[config.mk]
export PLATFORM = sky130hd
export DESIGN_NAME = dp_ram16k_fifo_ctrl_flat
export DESIGN_NICKNAME = d
export VERILOG_FILES = /design/src/rtl/dp_ram16k_fifo_ctrl_if.sv /design/src/rtl/dp_ram16k_fifo_ctrl.sv /design/src/flat_wrapper.sv
export SDC_FILE = /design/constraint.sdc
export NUM_CORES = 1
export LEC_CHECK = 0
export ABC_AREA = 1
export ABC_CLOCK_PERIOD_IN_PS = 3300
export BUFFER_PORTS_ARGS = -buffer_cell sky130_fd_sc_hd__clkbuf_2
export CAP_MARGIN = 20
export CORE_ASPECT_RATIO = 0.75
export CORE_UTILIZATION = 40
export CTS_CLUSTER_DIAMETER = 200
export CTS_CLUSTER_SIZE = 20
export DETAILED_ROUTE_END_ITERATION = 8
export PLACE_DENSITY = 0.79
export SYNTH_ARGS = -nofsm -noshare
export SYNTH_HDL_FRONTEND = slang
export SYNTH_SLANG_ARGS = --single-unit
[constraint.sdc]
create_clock -name clk -period 3.3 [get_ports clk]
set_input_delay 0.165 -clock clk [delete_from_list [all_inputs] [get_ports clk]]
set_output_delay 0.165 -clock clk [all_outputs]
set_load 0.01 [all_outputs]
[src/rtl/dp_ram16k_fifo_ctrl_if.sv]
// Streaming push/pop handshake bundle between a producer/consumer pair and the FIFO.
// master = producer/consumer side, slave = FIFO controller side.
interface dp_ram16k_fifo_ctrl_if #(
  parameter int DATA_W = 32
) ();
  logic              push_valid;
  logic              push_ready;
  logic [DATA_W-1:0] push_data;
  logic              pop_valid;
  logic              pop_ready;
  logic [DATA_W-1:0] pop_data;

  modport master (
    output push_valid, push_data, pop_ready,
    input  push_ready, pop_valid, pop_data
  );

  modport slave (
    input  push_valid, push_data, pop_ready,
    output push_ready, pop_valid, pop_data
  );
endinterface

[src/rtl/dp_ram16k_fifo_ctrl.sv]
// First-word-fall-through FIFO controller around one DP_RAM16K (512 x 32) macro.
// The RAM's registered read output doubles as the FIFO head register.
module dp_ram16k_fifo_ctrl #(
  parameter int ADDR_W    = 9,
  parameter int DEPTH     = 512,
  parameter int DATA_W    = 32,
  parameter int AFULL_LVL = 480
) (
  input  logic                 clk,
  input  logic                 rst_n,
  input  logic                 flush,
  dp_ram16k_fifo_ctrl_if.slave stream,
  output logic [ADDR_W:0]      level,
  output logic                 almost_full,
  output logic                 ram_wen_n,
  output logic [ADDR_W-1:0]    ram_waddr,
  output logic [DATA_W-1:0]    ram_wdata,
  output logic [DATA_W-1:0]    ram_wenb,
  output logic                 ram_ren_n,
  output logic [ADDR_W-1:0]    ram_raddr,
  input  logic [DATA_W-1:0]    ram_rdata
);

  localparam logic [ADDR_W:0] FULL_LVL = (ADDR_W+1)'(DEPTH);
  localparam logic [ADDR_W:0] AF_LVL   = (ADDR_W+1)'(AFULL_LVL);

  logic [ADDR_W-1:0] wr_ptr, wr_ptr_nxt;
  logic [ADDR_W-1:0] rd_ptr, rd_ptr_nxt;
  logic [ADDR_W:0]   ram_cnt, ram_cnt_nxt;
  logic [ADDR_W:0]   level_nxt;
  logic              s1_valid, s1_valid_nxt;
  logic              push_ready_q, push_ready_nxt;
  logic              push_fire, pop_fire, rd_go;

  // flush masks every event so no RAM strobe escapes during the clear cycle
  assign push_fire = stream.push_valid & push_ready_q & ~flush;
  assign pop_fire  = s1_valid & stream.pop_ready & ~flush;
  assign rd_go     = (ram_cnt != '0) & (~s1_valid | stream.pop_ready) & ~flush;

  always_comb begin
    // NOTE: every variable gets a default before any branch, so no path can infer a latch.
    wr_ptr_nxt   = wr_ptr;
    rd_ptr_nxt   = rd_ptr;
    ram_cnt_nxt  = ram_cnt;
    s1_valid_nxt = s1_valid;

    if (flush) begin
      wr_ptr_nxt   = '0;
      rd_ptr_nxt   = '0;
      ram_cnt_nxt  = '0;
      s1_valid_nxt = 1'b0;
    end else begin
      if (push_fire) wr_ptr_nxt = wr_ptr + 1'b1;
      if (rd_go)     rd_ptr_nxt = rd_ptr + 1'b1;

      unique case ({push_fire, rd_go})
        2'b10:   ram_cnt_nxt = ram_cnt + 1'b1;
        2'b01:   ram_cnt_nxt = ram_cnt - 1'b1;
        default: ram_cnt_nxt = ram_cnt;
      endcase

      if (rd_go)         s1_valid_nxt = 1'b1;
      else if (pop_fire) s1_valid_nxt = 1'b0;
    end

    // push_ready is registered from the next-state level so it never sees pop_ready
    level_nxt      = ram_cnt_nxt + (ADDR_W+1)'(s1_valid_nxt);
    push_ready_nxt = (level_nxt != FULL_LVL);
  end

  // NOTE: sequential state uses non-blocking assignments so every register samples pre-edge values.
  always_ff @(posedge clk or negedge rst_n) begin
    if (!rst_n) begin
      wr_ptr       <= '0;
      rd_ptr       <= '0;
      ram_cnt      <= '0;
      s1_valid     <= 1'b0;
      push_ready_q <= 1'b0;
    end else begin
      wr_ptr       <= wr_ptr_nxt;
      rd_ptr       <= rd_ptr_nxt;
      ram_cnt      <= ram_cnt_nxt;
      s1_valid     <= s1_valid_nxt;
      push_ready_q <= push_ready_nxt;
    end
  end

  assign level       = ram_cnt + (ADDR_W+1)'(s1_valid);
  assign almost_full = (level >= AF_LVL);

  assign stream.push_ready = push_ready_q;
  assign stream.pop_valid  = s1_valid;
  assign stream.pop_data   = ram_rdata;

  assign ram_wen_n = ~push_fire;
  assign ram_waddr = wr_ptr;
  assign ram_wdata = stream.push_data;
  assign ram_wenb  = '1;
  assign ram_ren_n = ~rd_go;
  assign ram_raddr = rd_ptr;

  // A read only targets words whose write edge has already passed.
  a_no_collision: assert property (@(posedge clk) disable iff (!rst_n)
    !(push_fire && rd_go && (wr_ptr == rd_ptr)));

  a_level_bound: assert property (@(posedge clk) disable iff (!rst_n)
    level <= FULL_LVL);

endmodule

[src/flat_wrapper.sv]
// flat-port wrapper written by rule: the top's interface ports become plain ports
module dp_ram16k_fifo_ctrl_flat 
#(
  parameter int ADDR_W    = 9,
  parameter int DEPTH     = 512,
  parameter int DATA_W    = 32,
  parameter int AFULL_LVL = 480
)
  (clk, rst_n, flush, level, almost_full, ram_wen_n, ram_waddr, ram_wdata, ram_wenb, ram_ren_n, ram_raddr, ram_rdata, stream_push_valid, stream_push_data, stream_pop_ready, stream_push_ready, stream_pop_valid, stream_pop_data);
  dp_ram16k_fifo_ctrl_if #(.DATA_W(DATA_W)) stream_i ();
  input  logic clk;
  input  logic rst_n;
  input  logic flush;
  output logic [ADDR_W:0] level;
  output logic almost_full;
  output logic ram_wen_n;
  output logic [ADDR_W-1:0] ram_waddr;
  output logic [DATA_W-1:0] ram_wdata;
  output logic [DATA_W-1:0] ram_wenb;
  output logic ram_ren_n;
  output logic [ADDR_W-1:0] ram_raddr;
  input  logic [DATA_W-1:0] ram_rdata;
  input wire logic [$bits(stream_i.push_valid)-1:0] stream_push_valid;
  input wire logic [$bits(stream_i.push_data)-1:0] stream_push_data;
  input wire logic [$bits(stream_i.pop_ready)-1:0] stream_pop_ready;
  output wire logic [$bits(stream_i.push_ready)-1:0] stream_push_ready;
  output wire logic [$bits(stream_i.pop_valid)-1:0] stream_pop_valid;
  output wire logic [$bits(stream_i.pop_data)-1:0] stream_pop_data;
  assign stream_i.push_valid = stream_push_valid;
  assign stream_i.push_data = stream_push_data;
  assign stream_i.pop_ready = stream_pop_ready;
  assign stream_push_ready = stream_i.push_ready;
  assign stream_pop_valid = stream_i.pop_valid;
  assign stream_pop_data = stream_i.pop_data;
  dp_ram16k_fifo_ctrl #(.ADDR_W(ADDR_W), .DEPTH(DEPTH), .DATA_W(DATA_W), .AFULL_LVL(AFULL_LVL)) u_core (.clk(clk), .rst_n(rst_n), .flush(flush), .stream(stream_i), .level(level), .almost_full(almost_full), .ram_wen_n(ram_wen_n), .ram_waddr(ram_waddr), .ram_wdata(ram_wdata), .ram_wenb(ram_wenb), .ram_ren_n(ram_ren_n), .ram_raddr(ram_raddr), .ram_rdata(ram_rdata));
endmodule
; After elaboration in Yosys (flattened, before gate mapping)
; Cells that the tools add are included.
[classes]
addsub = 6
n_lt_le_gt_ge = 1
n_eq_ne = 3
mux = 9
n_bitwise = 11
n_reduce_logical = 3
[op_table]
columns = op, count
row1 = two-way mux 9 bit, 4
row2 = adder 10 x 1 -> 10 bit, 2
row3 = case mux 10 bit (2 select lines), 1
row4 = adder 9 x 1 -> 9 bit (second input constant), 2
row5 = adder 10 x 1 -> 10 bit (second input constant), 1
row6 = greater-or-equal comparator 10 x 9 -> 1 bit (second input constant), 1
row7 = two-way mux 10 bit, 1
row8 = inequality test 10 bit (second input constant), 1
row9 = nonzero test 10 bit, 1
row10 = subtractor 10 x 1 -> 10 bit (second input constant), 1
row11 = AND 1 bit, 6
row12 = NOT 1 bit, 4
row13 = nonzero test 2 bit, 2
row14 = two-way mux 1 bit, 3
row15 = equality test 2 x 1 -> 1 bit (second input constant), 1
row16 = equality test 2 bit (second input constant), 1
row17 = OR 1 bit, 1
[word_totals]
register_bits = 30
inputBits = 69
out_inout_bits = 129
elab_cells = 38

; Longest topological paths before layout
; Gate-level depths: netlist (run 1).
[depth]
ltp_word = 9
mapped_depth = 25
ltp_nobuf = 24

; Least setup slack after synthesis (run 1)
; Ideal clock, no wire load.
[synth_timing]
kind = flip-flop to flip-flop
from = register u_core.ram_cnt[2]
to = register u_core.push_ready_q, in the netlist u_core.stream.push_ready
setup_ns = 0.119
t_arrival_ns = 3.144
required_ns = 3.181
setup_slack_ns = 0.038
path_stages_with_launch = 21
n_path_buf = 0
synth_period_minus_slack_ns = 3.262
path_cell_list = dfrtp_1 nor4_1 nand4_1 nand2_1 nor2_1 ha_1 fa_1 inv_1 nand2_1 nand3_1 inv_1 ha_1 or2_2 nor2_1 nand3_1 nor2_1 nand2_1 nor2_1 nand2_1 nor2_1 nand2_1
[synth_via]
elab_chain_len = 8
word_cells_on_any_way = 13
cone_classes = 3 x add/sub / 3 x eq/ne / 4 x mux / 2 x bitwise / 1 x reduce/logical
[synth_lines]
columns = element, line
row1 = from (decl), dp_ram16k_fifo_ctrl.sv:29  ; logic [ADDR_W:0] ram_cnt, ram_cnt_nxt;
row2 = from (signal assigned), dp_ram16k_fifo_ctrl.sv:82  ; ram_cnt <= ram_cnt_nxt;
row3 = nonzero test 10 bit *, dp_ram16k_fifo_ctrl.sv:38  ; assign rd_go = (ram_cnt != '0) & (~s1_valid | stream.pop_ready) & ~flush;
row4 = AND 1 bit * (2 in series), dp_ram16k_fifo_ctrl.sv:38
row5 = equality test 2 x 1 -> 1 bit or equality test 2 bit (tied branches), dp_ram16k_fifo_ctrl.sv:56  ; unique case ({push_fire, rd_go})
row6 = case mux 10 bit (2 select lines) *, dp_ram16k_fifo_ctrl.sv:56
row7 = two-way mux 10 bit *, dp_ram16k_fifo_ctrl.sv:47  ; if (flush) begin
row8 = named net u_core.ram_cnt_nxt[1], dp_ram16k_fifo_ctrl.sv:29
row9 = adder 10 x 1 -> 10 bit *, dp_ram16k_fifo_ctrl.sv:67  ; level_nxt = ram_cnt_nxt + (ADDR_W+1)'(s1_valid_nxt);
row10 = inequality test 10 bit *, dp_ram16k_fifo_ctrl.sv:68  ; push_ready_nxt = (level_nxt != FULL_LVL);
row11 = named net u_core.push_ready_nxt, dp_ram16k_fifo_ctrl.sv:32  ; logic push_ready_q, push_ready_nxt;
row12 = to (signal assigned), dp_ram16k_fifo_ctrl.sv:84  ; push_ready_q <= push_ready_nxt;
row13 = to (decl), dp_ram16k_fifo_ctrl.sv:32
; The timed path passes the listed nets; every way through them passes the cells marked *.
; A chain may end at the register's enable or synchronous reset.

; Worst setup path in the final report (run 1)
[layout_timing]
from = register u_core.ram_cnt[3]
to = register u_core.push_ready_q, in the netlist u_core.stream.push_ready
; Same word-level chain as after synthesis.

==> flow_metrics.env, run 1 <==
export IMPL_outcome="complete, no violations"
export IMPL_start_kind="flip-flop"
export IMPL_rows=27
export IMPL_ys_warn_count=0
export IMPL_place_gp_congestion=0.8917
export IMPL_tightest_slew_ns=0.7574
export IMPL_synth_simple_area_share_pct=27.59
export IMPL_worstRegToRegCells=20
export IMPL_hold_viol=0
export IMPL_die_h_um=78.81
export IMPL_coreArea_um2=7466
export IMPL_clock_path_buffers=2
export IMPL_post_dp_hpwl_um=5050
export IMPL_root_buffer="clkbuf_8"
export IMPL_synth_compound_area_share_pct=7.117
export IMPL_cp_max_fo=2
export IMPL_hold_start="stream_pop_ready"
export IMPL_grt_start_max_net_pins=31
export IMPL_synth_area_um2=3147
export IMPL_rsz0062_at_grt="yes"
export IMPL_cts_buffers=5
export IMPL_p_sw_share_pct=44.41
export IMPL_portBuffers=37
export IMPL_synthTopCellsByArea="dfrtp_1, buf_4, nand2_1"
export IMPL_path_class="flip-flop to flip-flop"
export IMPL_synthAdderAreaFrac_pct=6.600
export IMPL_cap_violations=0
export IMPL_vias=2536
export IMPL_max_freq_ghz=0.3102
export IMPL_ant_nets=0
export IMPL_wl_um=6553
export IMPL_timing_setup_tns_ns=0
export IMPL_fin_skew_ns=0.005888
export IMPL_r2r_start="u_core.ram_cnt[3]"
export IMPL_p_sw_uw=831.8
export IMPL_synthTopCellsByCount="buf_4, nand2_1, inv_1"
export IMPL_required_ns=3.47
export IMPL_slew_viol_final=0
export IMPL_crit_path_start="u_core.ram_cnt[3]"
export IMPL_arrival_ns=3.40
export IMPL_die_area_um2=8229
export IMPL_nets=519
export IMPL_cts_tree="yes"
export IMPL_pwr_share_clk_pct=18.9
export IMPL_synth_xor_area_share_pct=2.783
export IMPL_worstHoldPathType="input port to flip-flop"
export IMPL_track_usage_pct=16.06
export IMPL_synthMostInstantiatedCell="buf_4"
export IMPL_htree_levels=2
export IMPL_ir_drop_mv=0.3656
export IMPL_drive_gt1_share_pct=25.75
export IMPL_grt_first_pass_wirelength_um=10750
export IMPL_synth_area_per_cell_um2=7.152
export IMPL_finalCriticalPeriod_ns=3.223
export IMPL_post_route_drc_count=0
export IMPL_async_reset_ff_share_pct=100.0
export IMPL_synth_cell_types=39
export IMPL_first_pass_iters=4
export IMPL_synth_top_family_by_area="buffers and inverters"
export IMPL_ys_ff_latch=30
export IMPL_boundaryPins=198
export IMPL_clkTransAtPathRegs_ns=0.07
export IMPL_routedWlPerCell_um=12.23
export IMPL_drtIter0Drc=156
export IMPL_start_util_pct=42.15
export IMPL_antennaDiodeCount=0
export IMPL_combPwrFrac_pct=56.1
export IMPL_setup_viol=0
export IMPL_via_per_inst=4.731
export IMPL_slew_headroom_pct=49.50
export IMPL_power_static_leakage_nw=1.677
export IMPL_yosysTopAreaCell="dfrtp_1"
export IMPL_grt_antenna_before_repair=0
export IMPL_total_power_mw=1.873
export IMPL_synth_main_ff_cell="dfrtp_1"
export IMPL_synth_edff_count=0
export IMPL_crit_path_end_kind="flip-flop"
export IMPL_internal_power_mw=1.041
export IMPL_synth_top_area_share_pct=23.86
export IMPL_first_global_vias=2362
export IMPL_clock_sinks=30
export IMPL_gr_total_overflow=0
export IMPL_hold_depth=4
export IMPL_syn_inst=440
export IMPL_fill_cells=771
export IMPL_synth_seq_area_share_pct=23.86
export IMPL_synth_area_mux_share_pct=0
export IMPL_p_per_area_nw_per_um2=593.7
export IMPL_fin_crit_sh_pct=97.68
export IMPL_syn2layout_area_growth_pct=0.2387
export IMPL_pwr_share_seq_pct=25.0
export IMPL_die_x_um=104.4
export IMPL_clk_latency_ns=0.28
export IMPL_r2r_setup_slack_ns=0.08
[critical path, stage by stage (launching register included)]
cell	delay, ns
dfrtp_1	0.40
nor4_2	0.29
nand4_1	0.22
nand2_1	0.15
nor2_2	0.06
ha_2	0.21
fa_1	0.51
inv_2	0.04
nand2_2	0.06
nand3_2	0.06
inv_2	0.08
ha_4	0.19
or2_4	0.23
nor2_4	0.08
nand3_2	0.07
nor2_2	0.08
nand2_1	0.06
nor2_1	0.10
nand2_1	0.06
nor2_1	0.09
nand2_1	0.06
[final timing paths]
check | endpoint
min in group asynchronous | u_core.ram_raddr[4]
hold reg to reg | u_core.ram_raddr[8]
max in group asynchronous | u_core.ram_cnt[6]
setup / recovery | u_core.stream.push_ready
setup reg to reg | u_core.stream.push_ready
hold / removal | u_core.stream.pop_valid
[metal layers]
metal | track usage [%] | vias up | wire, um
met3 | 6.322 | 15 | 567
met1 | 20.74 | 1144 | 2980
met4 | 4.429 | 0 | 72
li1 | - | 1254 | -
met2 | 24.83 | 123 | 2932
met5 | 0 | - | 0
[power groups by stage]
stage | registers [mW] | clock network (mW) | logic, mW
6_report | 0.468 | 0.353 | 1.05
5_1_grt | 0.475 | 0.381 | 1.17
4_1_cts | 0.468 | 0.361 | 0.970
3_5_place_dp | 0.473 | 0 | 0.942
3_3_place_gp | 0.468 | 0 | 0.920
2_1_floorplan | 0.488 | 0 | 0.760
[stage by stage]
step	setup WS, ns	instance area (um2)	instances	util (%)	hold slack (ns)
floorplan	0.03785	3263	471	-	-0.1306
global placement	0.07195	2920	522	39.12	0.2657
detailed placement	-0.08235	2920	522	39.12	0.2804
CTS	0.01166	3072	534	41.14	0.2592
global route	-0.1766	3154	536	42.25	0.3300
finish	0.07655	3154	536	42.25	0.2662
[sequential cells by signal, summed over array words and instances (netlist names)]
signal and flops:
u_core.ram_cnt 10, u_core.ram_raddr 9, u_core.ram_waddr 9, u_core.stream.pop_valid 1, u_core.stream.push_ready 1
[cells by family after synthesis]
logic type               after synthesis
AND/OR/NAND/NOR                      179
buffers and inverters                165
AO/OA/AOI/OAI                         39
flip-flops                            30
adder cells (fa/ha/maj)               16
XOR/XNOR                              10
other                                  1
[layout by cell type, fill, tap and decap left out, types with 2 or more instances in the layout]
master    netlist  final
a21oi_1        19     19
and3_1          2      2
buf_4          97     19
clkbuf_2        0     37
clkbuf_8        0      8
conb_1          1     32
dfrtp_1        30     30
ha_1           15     11
ha_4            0      3
inv_1          55     52
inv_2           7     10
inv_4           2      2
nand2_1        75     73
nand2_2         6      8
nand2_4         2      2
nand3_1        38     36
nand3_2         3      5
nand4_1         6      6
nor2_1         23     20
nor2_2          4      6
nor2_4          2      3
nor3_1          9      9
nor3_2          2      2
o21ai_0        13     13
xnor2_1         2      2
xor2_1          8      8
[what timing repair did]
item,CTS,global route
endpoints found under the setup margin,1,1
gates cloned,0,0
gates resized for setup,2,18
buffers inserted,3,2
hold endpoints to repair,30,0
hold buffers,1,0
pin swaps,4,17
[cell type report]
| type | instances | area (um2) | share of cell area (%) |
|---|---|---|---|
| multi-input combinational | 276 | 1584 | 50.22 |
| clock buffer | 8 | 110.1 | 3.491 |
| tap | 101 | 126.4 | 4.006 |
| inverter | 64 | 245.2 | 7.775 |
| sequential | 30 | 750.7 | 23.80 |
| timing repair buffer | 57 | 337.8 | 10.71 |
Note: power is estimated with default switching activity, not from simulation.
==> run 2: changes to the inputs <==
--- a/config.mk
+++ b/config.mk
@@ -15,6 +15,8 @@
 export CTS_CLUSTER_SIZE = 20
 export DETAILED_ROUTE_END_ITERATION = 8
 export PLACE_DENSITY = 0.79
+export REMOVE_ABC_BUFFERS = 1
 export SYNTH_ARGS = -nofsm -noshare
 export SYNTH_HDL_FRONTEND = slang
 export SYNTH_SLANG_ARGS = --single-unit
+export TNS_END_PERCENT = 5
==> run 2 against run 1 <==
Effect of this change:
- first-iteration DRC count is 22% higher
- sequential power is 1% lower
- utilization is 1.5 points higher
- worst setup slack better by 0.012 ns
- clock-buffer cell count is 1 lower
- register-to-register slack hardly changed
- critical path type unchanged
- highest routed layer is now met5
==> flow_metrics.env, run 2 (synthesized netlist as in run 1, its figures left out) <==
export IMPL_grt_first_pass_wirelength_um=17320
export IMPL_routedWlPerCell_um=21.80
export IMPL_start_kind="flip-flop"
export IMPL_slowest_delay_ns=0.53
export IMPL_track_usage_pct=29.66
export IMPL_clock_path_buffers=2
export IMPL_ir_drop_mv=0.3639
export IMPL_slowest_stage="fa_1"
export IMPL_regMostFlops="u_core.ram_cnt"
export IMPL_max_freq_ghz=0.3114
export IMPL_root_buffer="clkbuf_8"
export IMPL_setup_viol=0
export IMPL_power_static_leakage_nw=1.753
export IMPL_place_gp_congestion=0.8866
export IMPL_path_class="flip-flop to flip-flop"
export IMPL_p_sw_share_pct=45.35
export IMPL_grt_start_max_net_pins=31
export IMPL_post_dp_hpwl_um=9719
export IMPL_final_common_cell="nand2_1"
export IMPL_die_h_um=78.81
export IMPL_wl_met1_um=4633
export IMPL_arrival_ns=3.39
export IMPL_vias=2794
export IMPL_largest_reg_flops=10
export IMPL_nets=535
export IMPL_via_per_inst=5.062
export IMPL_first_global_vias=2658
export IMPL_layout_common_cells="nand2_1, inv_1, nand3_1, clkbuf_2, buf_4"
export IMPL_place_area_um2=2935
export IMPL_first_pass_iters=4
export IMPL_rsz0062_at_grt="yes"
export IMPL_fill_cells=775
export IMPL_coreArea_um2=7466
export IMPL_crit_path_end_kind="flip-flop"
export IMPL_cap_violations=0
export IMPL_antennaDiodeCount=0
export IMPL_boundaryPins=198
export IMPL_path_cells="nor4_1 > nand4_1 > nand2_2 > nor2_4 > ha_4 > fa_1 > inv_2 > nand2_2 > nand3_2 > inv_2 > ha_4 > or2_4 > nor2_2 > nand3_1 > nor2_1 > nand2_1 > nor2_1 > nand2_1 > nor2_1 > nand2_1"
export IMPL_cp_max_fo=2
export IMPL_drtIter0Drc=190
export IMPL_cts_tree="yes"
export IMPL_htree_levels=2
export IMPL_slew_viol_final=0
export IMPL_finalCriticalPeriod_ns=3.211
export IMPL_fin_crit_sh_pct=97.31
export IMPL_critPathTopFamily="simple AND/OR/NAND/NOR gates"
export IMPL_hold_viol=0
export IMPL_p_per_area_nw_per_um2=606.3
export IMPL_required_ns=3.48
export IMPL_clk_latency_ns=0.29
export IMPL_drive_gt1_share_pct=28.38
export IMPL_post_route_drc_count=0
export IMPL_clkTransAtPathRegs_ns=0.07
export IMPL_dr_wl_met2_um=4406
export IMPL_die_x_um=104.4
export IMPL_pwr_share_clk_pct=16.0
export IMPL_combPwrFrac_pct=60.6
export IMPL_syn2layout_area_growth_pct=3.897
export IMPL_grt_antenna_before_repair=0
export IMPL_slew_headroom_pct=49.42
export IMPL_p_sw_uw=898.9
export IMPL_whs_ns=0.2125
export IMPL_wl_um=12040
export IMPL_ant_nets=0
export IMPL_start_util_pct=42.15
export IMPL_setup_ws_ns=0.08892
export IMPL_worstHoldPathType="input port to flip-flop"
export IMPL_gr_total_overflow=0
export IMPL_wl_met3_um=2567
export IMPL_internal_power_mw=1.083
export IMPL_fin_skew_ns=0.002469
export IMPL_pwr_share_seq_pct=23.3
export IMPL_die_area_um2=8229
export IMPL_dp_slack_ns=-0.01597
export IMPL_tightest_slew_ns=0.7587
export IMPL_portBuffers=37
export IMPL_critical_path_buf_inv_count=2
export IMPL_outcome="complete, no violations"
export IMPL_cts_buffers=5
export IMPL_final_cell_area_um2=3269
export IMPL_rows=27
export IMPL_clock_sinks=30
export IMPL_highest_layer="met5"
run 2: final timing paths:
kind | cells past startpoint | end | slack, ns | start
setup / recovery | 20 | u_core.stream.push_ready | 0.09 | u_core.ram_cnt[2]
hold / removal | 2 | u_core.ram_waddr[4] | 0.21 | flush
setup reg to reg | 20 | u_core.stream.push_ready | 0.09 | u_core.ram_cnt[2]
hold reg to reg | 1 | u_core.ram_raddr[5] | 0.54 | u_core.ram_raddr[5]
max in group asynchronous | 2 | u_core.ram_cnt[7] | 2.34 | rst_n
min in group asynchronous | 2 | u_core.ram_raddr[3] | 0.48 | rst_n
run 2: repair_timing:
item,in CTS,in global routing
endpoints found under the hold margin,30,0
resized for setup,2,22
endpoints found under the setup margin,1,2
pin swaps,3,19
setup buffers,15,5
hold buffers,1,0
run 2: final cells by class:
| type | instances | area (um2) | area share, % |
|---|---|---|---|
| clock buffer | 7 | 86.33 | 2.641 |
| clock inverter | 1 | 5.005 | 0.1531 |
| inverter | 64 | 245.2 | 7.501 |
| multi-input combinational | 276 | 1598 | 48.87 |
| sequential | 30 | 750.7 | 22.96 |
| tap | 101 | 126.4 | 3.865 |
| timing repair buffer | 73 | 457.9 | 14.01 |
run 2: power by group through the flow:
stage / Combinational [mW] / Clock, mW / Sequential, mW
floorplan: 0.634 / 0 / 0.488
global placement: 0.928 / 0 / 0.466
detailed placement: 0.966 / 0 / 0.470
CTS: 1.08 / 0.322 / 0.466
global route: 1.32 / 0.339 / 0.467
finish: 1.20 / 0.318 / 0.462
run 2: layer usage:
| layer | track usage, % | up-vias |
|---|---|---|
| li1 | - | 1294 |
| met2 | 38.28 | 207 |
| met5 | 19.48 | - |
| met1 | 32.64 | 1261 |
| met3 | 28.90 | 26 |
| met4 | 6.286 | 6 |
run 2: metrics by stage:
step | utilization [%] | total power [mW] | setup TNS (ns) | std cells
4_1_cts | 42.30 | 1.863 | 0 | 548
2_1_floorplan | - | 1.121 | 0 | 370
3_3_place_gp | 39.32 | 1.393 | 0 | 524
3_5_place_dp | 39.32 | 1.436 | -0.01597 | 524
5_1_grt | 43.79 | 2.122 | -0.08746 | 552
6_report | 43.79 | 1.982 | 0 | 552
